File: config.mk
export PLATFORM = sky130hd
export DESIGN_NAME = spi_reg_bank_ctrl_flat
export DESIGN_NICKNAME = d
export VERILOG_FILES = /design/src/rtl/spi_reg_bank_ctrl_pkg.sv /design/src/rtl/spi_reg_bank_ctrl_if.sv /design/src/rtl/spi_reg_bank_ctrl_sat_cnt.sv /design/src/rtl/spi_reg_bank_ctrl.sv /design/src/flat_wrapper.sv
export SDC_FILE = /design/constraint.sdc
export NUM_CORES = 1
export LEC_CHECK = 0
export BUFFER_PORTS_ARGS = -buffer_cell sky130_fd_sc_hd__buf_2
export CORE_ASPECT_RATIO = 1.2
export CORE_MARGIN = 4
export CORE_UTILIZATION = 48
export DETAILED_ROUTE_END_ITERATION = 8
export PLACE_DENSITY = 0.77
export SLEW_MARGIN = 20
export SYNTH_ARGS = -nofsm -noshare
export SYNTH_HDL_FRONTEND = slang
export SYNTH_SLANG_ARGS = --single-unit
File: constraint.sdc
create_clock -name clk -period 2.58 [get_ports clk]
set_clock_uncertainty 0.2 [all_clocks]
set_input_delay 0.516 -clock clk [delete_from_list [all_inputs] [get_ports clk]]
set_output_delay 0.516 -clock clk [all_outputs]
set_load 0.03 [all_outputs]
File: src/rtl/spi_reg_bank_ctrl_pkg.sv
// Shared definitions for the SPI register bank controller: fast command codes,
// status byte layout and the controller state encoding.
package spi_reg_pkg;

  localparam logic [5:0] FC_NOP        = 6'h00;
  localparam logic [5:0] FC_SOFT_CLR   = 6'h01;
  localparam logic [5:0] FC_CLR_STICKY = 6'h02;
  localparam logic [5:0] FC_IRQ_CLR    = 6'h03;

  localparam int ST_BUSY     = 0;
  localparam int ST_IRQ      = 1;
  localparam int ST_WR_DROP  = 2;
  localparam int ST_BAD_CMD  = 3;
  localparam int ST_RO_WR    = 4;
  localparam int ST_CONF_LSB = 5;
  localparam int CONF_W      = 3;

  typedef enum logic [1:0] {
    IDLE,
    RD_RESP,
    CLEAR
  } bank_state_t;

endpackage

File: src/rtl/spi_reg_bank_ctrl_if.sv
// Bus bundle between the register bank controller, the SPI slave and the core:
// SPI access, fast commands, core request/grant and the bank mirror.
interface spi_reg_bank_ctrl_if #(
  parameter int ADDR_W = 3,
  parameter int REG_W  = 8
);
  logic [ADDR_W-1:0]            spi_addr;
  logic [REG_W-1:0]             spi_rdata;
  logic [REG_W-1:0]             spi_wdata;
  logic                         spi_wvld;
  logic [5:0]                   fastcmd;
  logic                         fastcmd_vld;
  logic [7:0]                   status;
  logic                         core_req;
  logic                         core_we;
  logic [ADDR_W-1:0]            core_addr;
  logic [REG_W-1:0]             core_wdata;
  logic                         core_gnt;
  logic                         core_rvld;
  logic [REG_W-1:0]             core_rdata;
  logic                         irq;
  logic [(2**ADDR_W)*REG_W-1:0] regs_flat;

  modport master (
    output spi_addr, spi_wdata, spi_wvld, fastcmd, fastcmd_vld,
           core_req, core_we, core_addr, core_wdata,
    input  spi_rdata, status, core_gnt, core_rvld, core_rdata, irq, regs_flat
  );

  modport slave (
    input  spi_addr, spi_wdata, spi_wvld, fastcmd, fastcmd_vld,
           core_req, core_we, core_addr, core_wdata,
    output spi_rdata, status, core_gnt, core_rvld, core_rdata, irq, regs_flat
  );
endinterface

File: src/rtl/spi_reg_bank_ctrl_sat_cnt.sv
// Saturating up-counter with synchronous clear; an increment in the same
// cycle as a clear takes precedence.
module sat_cnt #(
  parameter int W = 3
) (
  input  logic         clk,
  input  logic         nrst,
  input  logic         inc_i,
  input  logic         clr_i,
  output logic [W-1:0] cnt_o
);

  logic [W-1:0] cnt_q, cnt_d;

  always_comb begin
    cnt_d = cnt_q;
    if (inc_i) begin
      if (cnt_q != '1) cnt_d = cnt_q + W'(1);
    end else if (clr_i) begin
      cnt_d = '0;
    end
  end

  always_ff @(posedge clk or negedge nrst) begin
    if (!nrst) cnt_q <= '0;
    else       cnt_q <= cnt_d;
  end

  assign cnt_o = cnt_q;

endmodule

File: src/rtl/spi_reg_bank_ctrl.sv
// Register bank shared between the SPI slave and the core, with fast commands,
// a sequenced soft clear, the SPI status byte and a flat configuration mirror.
module spi_reg_bank_ctrl
  import spi_reg_pkg::*;
#(
  parameter int                    ADDR_W  = 3,
  parameter int                    REG_W   = 8,
  parameter logic [2**ADDR_W-1:0] RO_MASK = '0
) (
  input logic               clk,
  input logic               nrst,
  spi_reg_bank_ctrl_if.slave bus
);

  localparam int DEPTH = 2**ADDR_W;

  logic [REG_W-1:0]  bank_q [DEPTH];
  bank_state_t       state_q, state_d;
  logic [ADDR_W-1:0] clr_idx_q, clr_idx_d;
  logic              irq_q, irq_d;
  logic              ro_wr_q, ro_wr_d;
  logic              wr_drop_q, wr_drop_d;
  logic              bad_cmd_q, bad_cmd_d;
  logic [REG_W-1:0]  core_rdata_q, core_rdata_d;
  logic [CONF_W-1:0] conf_cnt;

  logic              cmd_soft_clr, cmd_clr_sticky, cmd_irq_clr, cmd_bad;
  logic              in_clear, spi_ro, spi_wr_ok, core_gnt, conflict;
  logic              we;
  logic [ADDR_W-1:0] waddr;
  logic [REG_W-1:0]  wdata;

  always_comb begin
    cmd_soft_clr   = bus.fastcmd_vld && (bus.fastcmd == FC_SOFT_CLR);
    cmd_clr_sticky = bus.fastcmd_vld && (bus.fastcmd == FC_CLR_STICKY);
    cmd_irq_clr    = bus.fastcmd_vld && (bus.fastcmd == FC_IRQ_CLR);
    cmd_bad        = bus.fastcmd_vld && !(bus.fastcmd inside
                     {FC_NOP, FC_SOFT_CLR, FC_CLR_STICKY, FC_IRQ_CLR});

    in_clear  = (state_q == CLEAR);
    spi_ro    = RO_MASK[bus.spi_addr];
    spi_wr_ok = bus.spi_wvld && !in_clear && !spi_ro;
    // SPI writes cannot be stalled, so the core only gets the slot when SPI is quiet
    core_gnt  = (state_q == IDLE) && bus.core_req && !bus.spi_wvld && !cmd_soft_clr;
    conflict  = (state_q == IDLE) && bus.core_req && bus.spi_wvld;

    we    = 1'b0;
    waddr = bus.spi_addr;
    wdata = bus.spi_wdata;
    if (in_clear) begin
      we    = !RO_MASK[clr_idx_q];
      waddr = clr_idx_q;
      wdata = '0;
    end else if (spi_wr_ok) begin
      we = 1'b1;
    end else if (core_gnt && bus.core_we) begin
      we    = 1'b1;
      waddr = bus.core_addr;
      wdata = bus.core_wdata;
    end

    state_d   = state_q;
    clr_idx_d = clr_idx_q;
    case (state_q)
      IDLE: begin
        if (cmd_soft_clr) begin
          state_d   = CLEAR;
          clr_idx_d = '0;
        end else if (core_gnt && !bus.core_we) begin
          state_d = RD_RESP;
        end
      end
      RD_RESP: begin
        state_d   = cmd_soft_clr ? CLEAR : IDLE;
        clr_idx_d = '0;
      end
      CLEAR: begin
        if (clr_idx_q == ADDR_W'(DEPTH - 1)) state_d = IDLE;
        else                                 clr_idx_d = clr_idx_q + ADDR_W'(1);
      end
      default: state_d = IDLE;
    endcase

    // set terms are OR-ed last so a same-cycle set beats the clear
    irq_d     = spi_wr_ok || (irq_q && !cmd_irq_clr);
    ro_wr_d   = (bus.spi_wvld && !in_clear && spi_ro) || (ro_wr_q && !cmd_clr_sticky);
    wr_drop_d = (bus.spi_wvld && in_clear) || (wr_drop_q && !cmd_clr_sticky);
    bad_cmd_d = cmd_bad || (bad_cmd_q && !cmd_clr_sticky);

    core_rdata_d = (core_gnt && !bus.core_we) ? bank_q[bus.core_addr] : core_rdata_q;
  end

  always_ff @(posedge clk or negedge nrst) begin
    if (!nrst) begin
      state_q      <= IDLE;
      clr_idx_q    <= '0;
      irq_q        <= 1'b0;
      ro_wr_q      <= 1'b0;
      wr_drop_q    <= 1'b0;
      bad_cmd_q    <= 1'b0;
      core_rdata_q <= '0;
    end else begin
      state_q      <= state_d;
      clr_idx_q    <= clr_idx_d;
      irq_q        <= irq_d;
      ro_wr_q      <= ro_wr_d;
      wr_drop_q    <= wr_drop_d;
      bad_cmd_q    <= bad_cmd_d;
      core_rdata_q <= core_rdata_d;
    end
  end

  always_ff @(posedge clk or negedge nrst) begin
    if (!nrst) begin
      for (int i = 0; i < DEPTH; i++) bank_q[i] <= '0;
    end else if (we) begin
      bank_q[waddr] <= wdata;
    end
  end

  sat_cnt #(.W(CONF_W)) u_conf_cnt (
    .clk   (clk),
    .nrst  (nrst),
    .inc_i (conflict),
    .clr_i (cmd_clr_sticky),
    .cnt_o (conf_cnt)
  );

  always_comb begin
    bus.status                          = '0;
    bus.status[ST_BUSY]                 = in_clear;
    bus.status[ST_IRQ]                  = irq_q;
    bus.status[ST_WR_DROP]              = wr_drop_q;
    bus.status[ST_BAD_CMD]              = bad_cmd_q;
    bus.status[ST_RO_WR]                = ro_wr_q;
    bus.status[ST_CONF_LSB +: CONF_W]   = conf_cnt;
  end

  always_comb begin
    bus.regs_flat = '0;
    for (int i = 0; i < DEPTH; i++) bus.regs_flat[i*REG_W +: REG_W] = bank_q[i];
  end

  assign bus.spi_rdata  = bank_q[bus.spi_addr];
  assign bus.core_gnt   = core_gnt;
  assign bus.core_rvld  = (state_q == RD_RESP);
  assign bus.core_rdata = core_rdata_q;
  assign bus.irq        = irq_q;

endmodule

File: src/flat_wrapper.sv
// flat-port wrapper written by rule: the top's interface ports become plain ports
module spi_reg_bank_ctrl_flat import spi_reg_pkg::*;
#(
  parameter int                    ADDR_W  = 3,
  parameter int                    REG_W   = 8,
  parameter logic [2**ADDR_W-1:0] RO_MASK = '0
)
  (clk, nrst, bus_spi_addr, bus_spi_wdata, bus_spi_wvld, bus_fastcmd, bus_fastcmd_vld, bus_core_req, bus_core_we, bus_core_addr, bus_core_wdata, bus_spi_rdata, bus_status, bus_core_gnt, bus_core_rvld, bus_core_rdata, bus_irq, bus_regs_flat);
  spi_reg_bank_ctrl_if #(.ADDR_W(ADDR_W), .REG_W(REG_W)) bus_i ();
  input logic clk;
  input logic nrst;
  input wire logic [$bits(bus_i.spi_addr)-1:0] bus_spi_addr;
  input wire logic [$bits(bus_i.spi_wdata)-1:0] bus_spi_wdata;
  input wire logic [$bits(bus_i.spi_wvld)-1:0] bus_spi_wvld;
  input wire logic [$bits(bus_i.fastcmd)-1:0] bus_fastcmd;
  input wire logic [$bits(bus_i.fastcmd_vld)-1:0] bus_fastcmd_vld;
  input wire logic [$bits(bus_i.core_req)-1:0] bus_core_req;
  input wire logic [$bits(bus_i.core_we)-1:0] bus_core_we;
  input wire logic [$bits(bus_i.core_addr)-1:0] bus_core_addr;
  input wire logic [$bits(bus_i.core_wdata)-1:0] bus_core_wdata;
  output wire logic [$bits(bus_i.spi_rdata)-1:0] bus_spi_rdata;
  output wire logic [$bits(bus_i.status)-1:0] bus_status;
  output wire logic [$bits(bus_i.core_gnt)-1:0] bus_core_gnt;
  output wire logic [$bits(bus_i.core_rvld)-1:0] bus_core_rvld;
  output wire logic [$bits(bus_i.core_rdata)-1:0] bus_core_rdata;
  output wire logic [$bits(bus_i.irq)-1:0] bus_irq;
  output wire logic [$bits(bus_i.regs_flat)-1:0] bus_regs_flat;
  assign bus_i.spi_addr = bus_spi_addr;
  assign bus_i.spi_wdata = bus_spi_wdata;
  assign bus_i.spi_wvld = bus_spi_wvld;
  assign bus_i.fastcmd = bus_fastcmd;
  assign bus_i.fastcmd_vld = bus_fastcmd_vld;
  assign bus_i.core_req = bus_core_req;
  assign bus_i.core_we = bus_core_we;
  assign bus_i.core_addr = bus_core_addr;
  assign bus_i.core_wdata = bus_core_wdata;
  assign bus_spi_rdata = bus_i.spi_rdata;
  assign bus_status = bus_i.status;
  assign bus_core_gnt = bus_i.core_gnt;
  assign bus_core_rvld = bus_i.core_rvld;
  assign bus_core_rdata = bus_i.core_rdata;
  assign bus_irq = bus_i.irq;
  assign bus_regs_flat = bus_i.regs_flat;
  spi_reg_bank_ctrl #(.ADDR_W(ADDR_W), .REG_W(REG_W), .RO_MASK(RO_MASK)) u_core (.clk(clk), .nrst(nrst), .bus(bus_i));
endmodule
==> tab_implementation.tex <==
\begin{tabular}{lr}
\hline
Metric & Value \\
\hline
\multicolumn{2}{l}{\textbf{Power and ir drop}} \\
\quad Total net switching power & 2960 uW \\
\quad Power density of the placed cells & 1060 nW/um\^{}2 \\
\quad Cell-internal power & 3850 uW \\
\quad Clock power frac & 0.178 \\
\quad Worst VDD drop & 752 uV \\
\quad Combinational share of power & 0.476 \\
\quad Sw Ratio & 0.434 \\
\quad Power share of the sequential group & 0.346 \\
\quad Leakage power & 0.00291 uW \\
\multicolumn{2}{l}{\textbf{Setup path}} \\
\quad Class of the most critical setup path & input pin to flop \\
\quad Crit path max fanout & 8 \\
\quad Required time at the endpoint of the critical path & 2610 ps \\
\quad Launch point of the worst reg-to-reg path & u\_core.state\_q[0] \\
\quad Critical path capture point type & flop \\
\quad WP data arrival & 2630 ps \\
\quad CP Launch Point & bus\_fastcmd[4] \\
\quad CP startpoint kind & input pin \\
\multicolumn{2}{l}{\textbf{Synthesis}} \\
\quad Top flip-flop cell by instance count after synthesis & dfrtp\_1 \\
\quad Nets in the synthesized netlist & 407 \\
\quad Post-synthesis cell type count & 43 \\
\quad Async SR Flop Fraction & 1.00 \\
\quad Number of enable flip-flop cells after synthesis & 0 \\
\quad Post-Synthesis Cell Area & 4720 um\^{}2 \\
\quad Post-synthesis area per instance & 12.8 um\^{}2 \\
\quad Synth warn & 0 \\
\quad Flops \& latches, synth & 84 \\
\quad Main area contributors after synthesis & dfrtp\_1 45\%, mux2\_2 17\%, mux4\_2 15\% \\
\quad Gate Count Post-Synth & 369 \\
\quad Fraction of the yosys area taken by sequential cells & 0.446 \\
\quad Fraction of post-synthesis cell area in the top cell type by area & 0.446 \\
\quad Top cell type by total area after synthesis & dfrtp\_1 \\
\multicolumn{2}{l}{\textbf{Floorplanning}} \\
\quad Die Span Y & 117 um \\
\quad Die boundary width & 98.5 um \\
\quad Std cell rows & 39 \\
\quad Starting utilization of the core area & 0.493 \\
\quad Full die area & 11500 um\^{}2 \\
\quad Core footprint & 9560 um\^{}2 \\
\quad Number of I/O pins & 125 \\
\multicolumn{2}{l}{\textbf{Final layout}} \\
\quad Fillers & 720 \\
\quad Final \#Nets & 589 \\
\quad Post-Layout Cell Count & 679 \\
\quad Count of antenna diodes in the layout & 0 \\
\quad Area growth, synth to finish & 36.5\% \\
\quad Share of final-layout standard cells stronger than drive strength 1 & 0.613 \\
\multicolumn{2}{l}{\textbf{Routing}} \\
\quad Vias & 3996 \\
\quad Final wirelength & 14800 um \\
\quad Average routed wire per standard cell & 21.8 um \\
\quad First-pass iteration count of the detailed router & 4 \\
\quad Final antenna-violating net count & 0 \\
\quad Post-route DRC violation count & 0 \\
\quad Number of DRC violations after detailed-routing iteration 0 & 209 \\
\quad Ratio of routed vias to standard cells & 5.89 \\
\multicolumn{2}{l}{\textbf{Place}} \\
\quad Gpl congestion & 0.881 \\
\quad Post-detail-place hpwl & 10500 um \\
\quad \# port buffers & 124 \\
\quad Placement-stage worst setup slack & -327 ps \\
\quad Total placed cells including tap cells & 651 \\
\multicolumn{2}{l}{\textbf{STA}} \\
\quad Number of hold violations in the final report & 0 \\
\quad Setup violators final & 12 \\
\quad Setup repair after global routing missed its margin & yes \\
\quad Post-layout worst setup margin & -22.0 ps \\
\quad Min Clock Period, post-route & 2600 ps \\
\quad Transition time at the pin with the least slew margin & 561 ps \\
\quad Final clock period utilization by the worst path & 1.01 \\
\quad Headroom to the max-slew limit & 0.621 \\
\quad Max Clk Rate & 0.384 GHz \\
\quad Count of final max-slew check failures & 0 \\
\quad Total negative setup slack & -161 ps \\
\multicolumn{2}{l}{\textbf{Status}} \\
\quad Run status & finished with violations \\
\quad Failing checks & negative setup slack \\
\multicolumn{2}{l}{\textbf{Clock tree}} \\
\quad Clock-pin transition on the worst setup and hold timing paths & 60 ps \\
\quad Clock Path Buffers & 2 \\
\quad Clock buffer count from CTS & 9 \\
\quad Cell chosen for the clock root & clkbuf\_16 \\
\quad Clk sink count & 84 \\
\quad CTS tree & yes \\
\quad Deepest level of the CTS H-tree & 3 \\
\quad Clock latency reported for the late side of the worst-skew pair & 340 ps \\
\multicolumn{2}{l}{\textbf{Hold path}} \\
\quad Hold Crit Start & u\_core.ro\_wr\_q \\
\quad Hold Path Class & flop to flop \\
\multicolumn{2}{l}{\textbf{Job}} \\
\quad MaxCap Viol Count & 0 \\
\multicolumn{2}{l}{\textbf{Global routing}} \\
\quad Via count of the first global-routing pass & 4229 \\
\quad Number of antenna violations at the first check in global routing & 0 \\
\quad First-pass GRT wire length & 22900 um \\
\quad Overall global routing resource usage & 0.263 \\
\quad Pin count of the biggest net entering global routing & 53 \\
\quad Sum of overflow across all layers after global routing & 0 \\
\hline
\end{tabular}
[power by group through the flow]
stage | Sequential [uW] | Combinational [uW] | Clock (uW)
2_1_floorplan | 3180 | 1250 | 0
3_3_place_gp | 2310 | 3100 | 0
3_5_place_dp | 2350 | 3160 | 0
4_1_cts | 2340 | 3240 | 1230
5_1_grt | 2420 | 3430 | 1280
6_report | 2350 | 3240 | 1210
[synth_stat cells (all sizes together) (2+ instances only)]
master	number
dfrtp	84
mux2	73
mux4	32
nand2	28
nor2	18
clkbuf	16
a21oi	15
a31oi	15
o21ai	15
buf	10
nand3	10
inv	9
ha	4
nor3	4
nor4	4
a22o	3
nand2b	3
o31ai	3
a211oi	2
nand3b	2
nor2b	2
nor4bb	2
[kinds of logic after synthesis]
family          count (synthesis)  share of synthesized area
simple gates                   80                     0.0981
mux                           106                      0.329
compound gates                 59                     0.0830
fa+ha+maj                       4                     0.0106
flops                          84                      0.446
buf+inv                        36                     0.0337
[layout by cell type, fill, tap and decap left out, types with 5 or more instances in the layout]
| cell type | Yosys | layout |
|---|---|---|
| nand3_1 | 10 | 10 |
| mux2_2 | 73 | 64 |
| o21ai_0 | 14 | 12 |
| buf_12 | 0 | 5 |
| a31oi_1 | 14 | 14 |
| mux2_4 | 0 | 9 |
| buf_6 | 0 | 9 |
| dfrtp_1 | 84 | 82 |
| buf_4 | 5 | 60 |
| nand2_1 | 28 | 28 |
| clkbuf_16 | 0 | 10 |
| inv_1 | 8 | 8 |
| nor2_1 | 18 | 17 |
| mux4_2 | 32 | 32 |
| buf_2 | 4 | 120 |
| a21oi_1 | 15 | 14 |
[cell type report]
type / count / area (um^2) / area share
clock buffers: 11 / 243 / 0.0377
clock inverters: 5 / 35.0 / 0.00544
inverters: 10 / 45.0 / 0.00699
multi-input cells: 249 / 2560 / 0.398
flip-flops and latches: 84 / 2100 / 0.327
well taps: 123 / 154 / 0.0239
repair buffers: 197 / 1290 / 0.201
[final timing paths]
| kind | to | slack (ps) | cells after the start |
|---|---|---|---|
| max | u_core.bus.regs_flat[16] | -20 | 9 |
| min | u_core.ro_wr_q | 300 | 1 |
| max reg2reg | u_core.bus.regs_flat[13] | 0 | 7 |
| min reg2reg | u_core.ro_wr_q | 300 | 1 |
| max in group asynchronous | u_core.state_q[0] | 1060 | 3 |
| min in group asynchronous | u_core.clr_idx_q[1] | 460 | 2 |
[per-stage QoR]
stage	hold slack [ps]	util	power (uW)	cell area [um^2]
after global placement	279	0.617	5410	5900
after CTS	302	0.665	6800	6360
after floorplan	20.4	-	4430	4730
after detailed placement	282	0.617	5510	5900
final	302	0.673	6810	6440
after global routing	336	0.673	7140	6440
[registers in the layout, summed over array words and instances (netlist names)]
name	count
u_core.state_q	2
u_core.u_conf_cnt.cnt_o	3
u_core.bus.irq	1
u_core.bus.core_rdata	8
u_core.clr_idx_q	3
u_core.bus.regs_flat	64
u_core.bad_cmd_q	1
u_core.ro_wr_q	1
u_core.wr_drop_q	1
[metal layers]
layer	track usage	wire [um]	vias to the layer above
met4	0.111	394	0
met3	0.0526	993	37
met5	0	0	-
met1	0.330	5810	2028
met2	0.447	7620	164
li1	-	-	1767
[what timing repair did]
action,in CTS,in global routing
pin swaps,9,3
hold buffers,1,0
hold endpoints to repair,32,0
buffers inserted,9,1
resized for setup,25,13
cloned,0,1
setup endpoints to repair,54,55
[critical path: stages]
cell and delay, ps:
buf_6 90, or4_4 550, o21ai_4 180, buf_6 170, inv_8 50, and3_4 180
nor4_4 350, buf_4 200, mux2_2 330
Note: power is estimated with default switching activity, not from simulation.
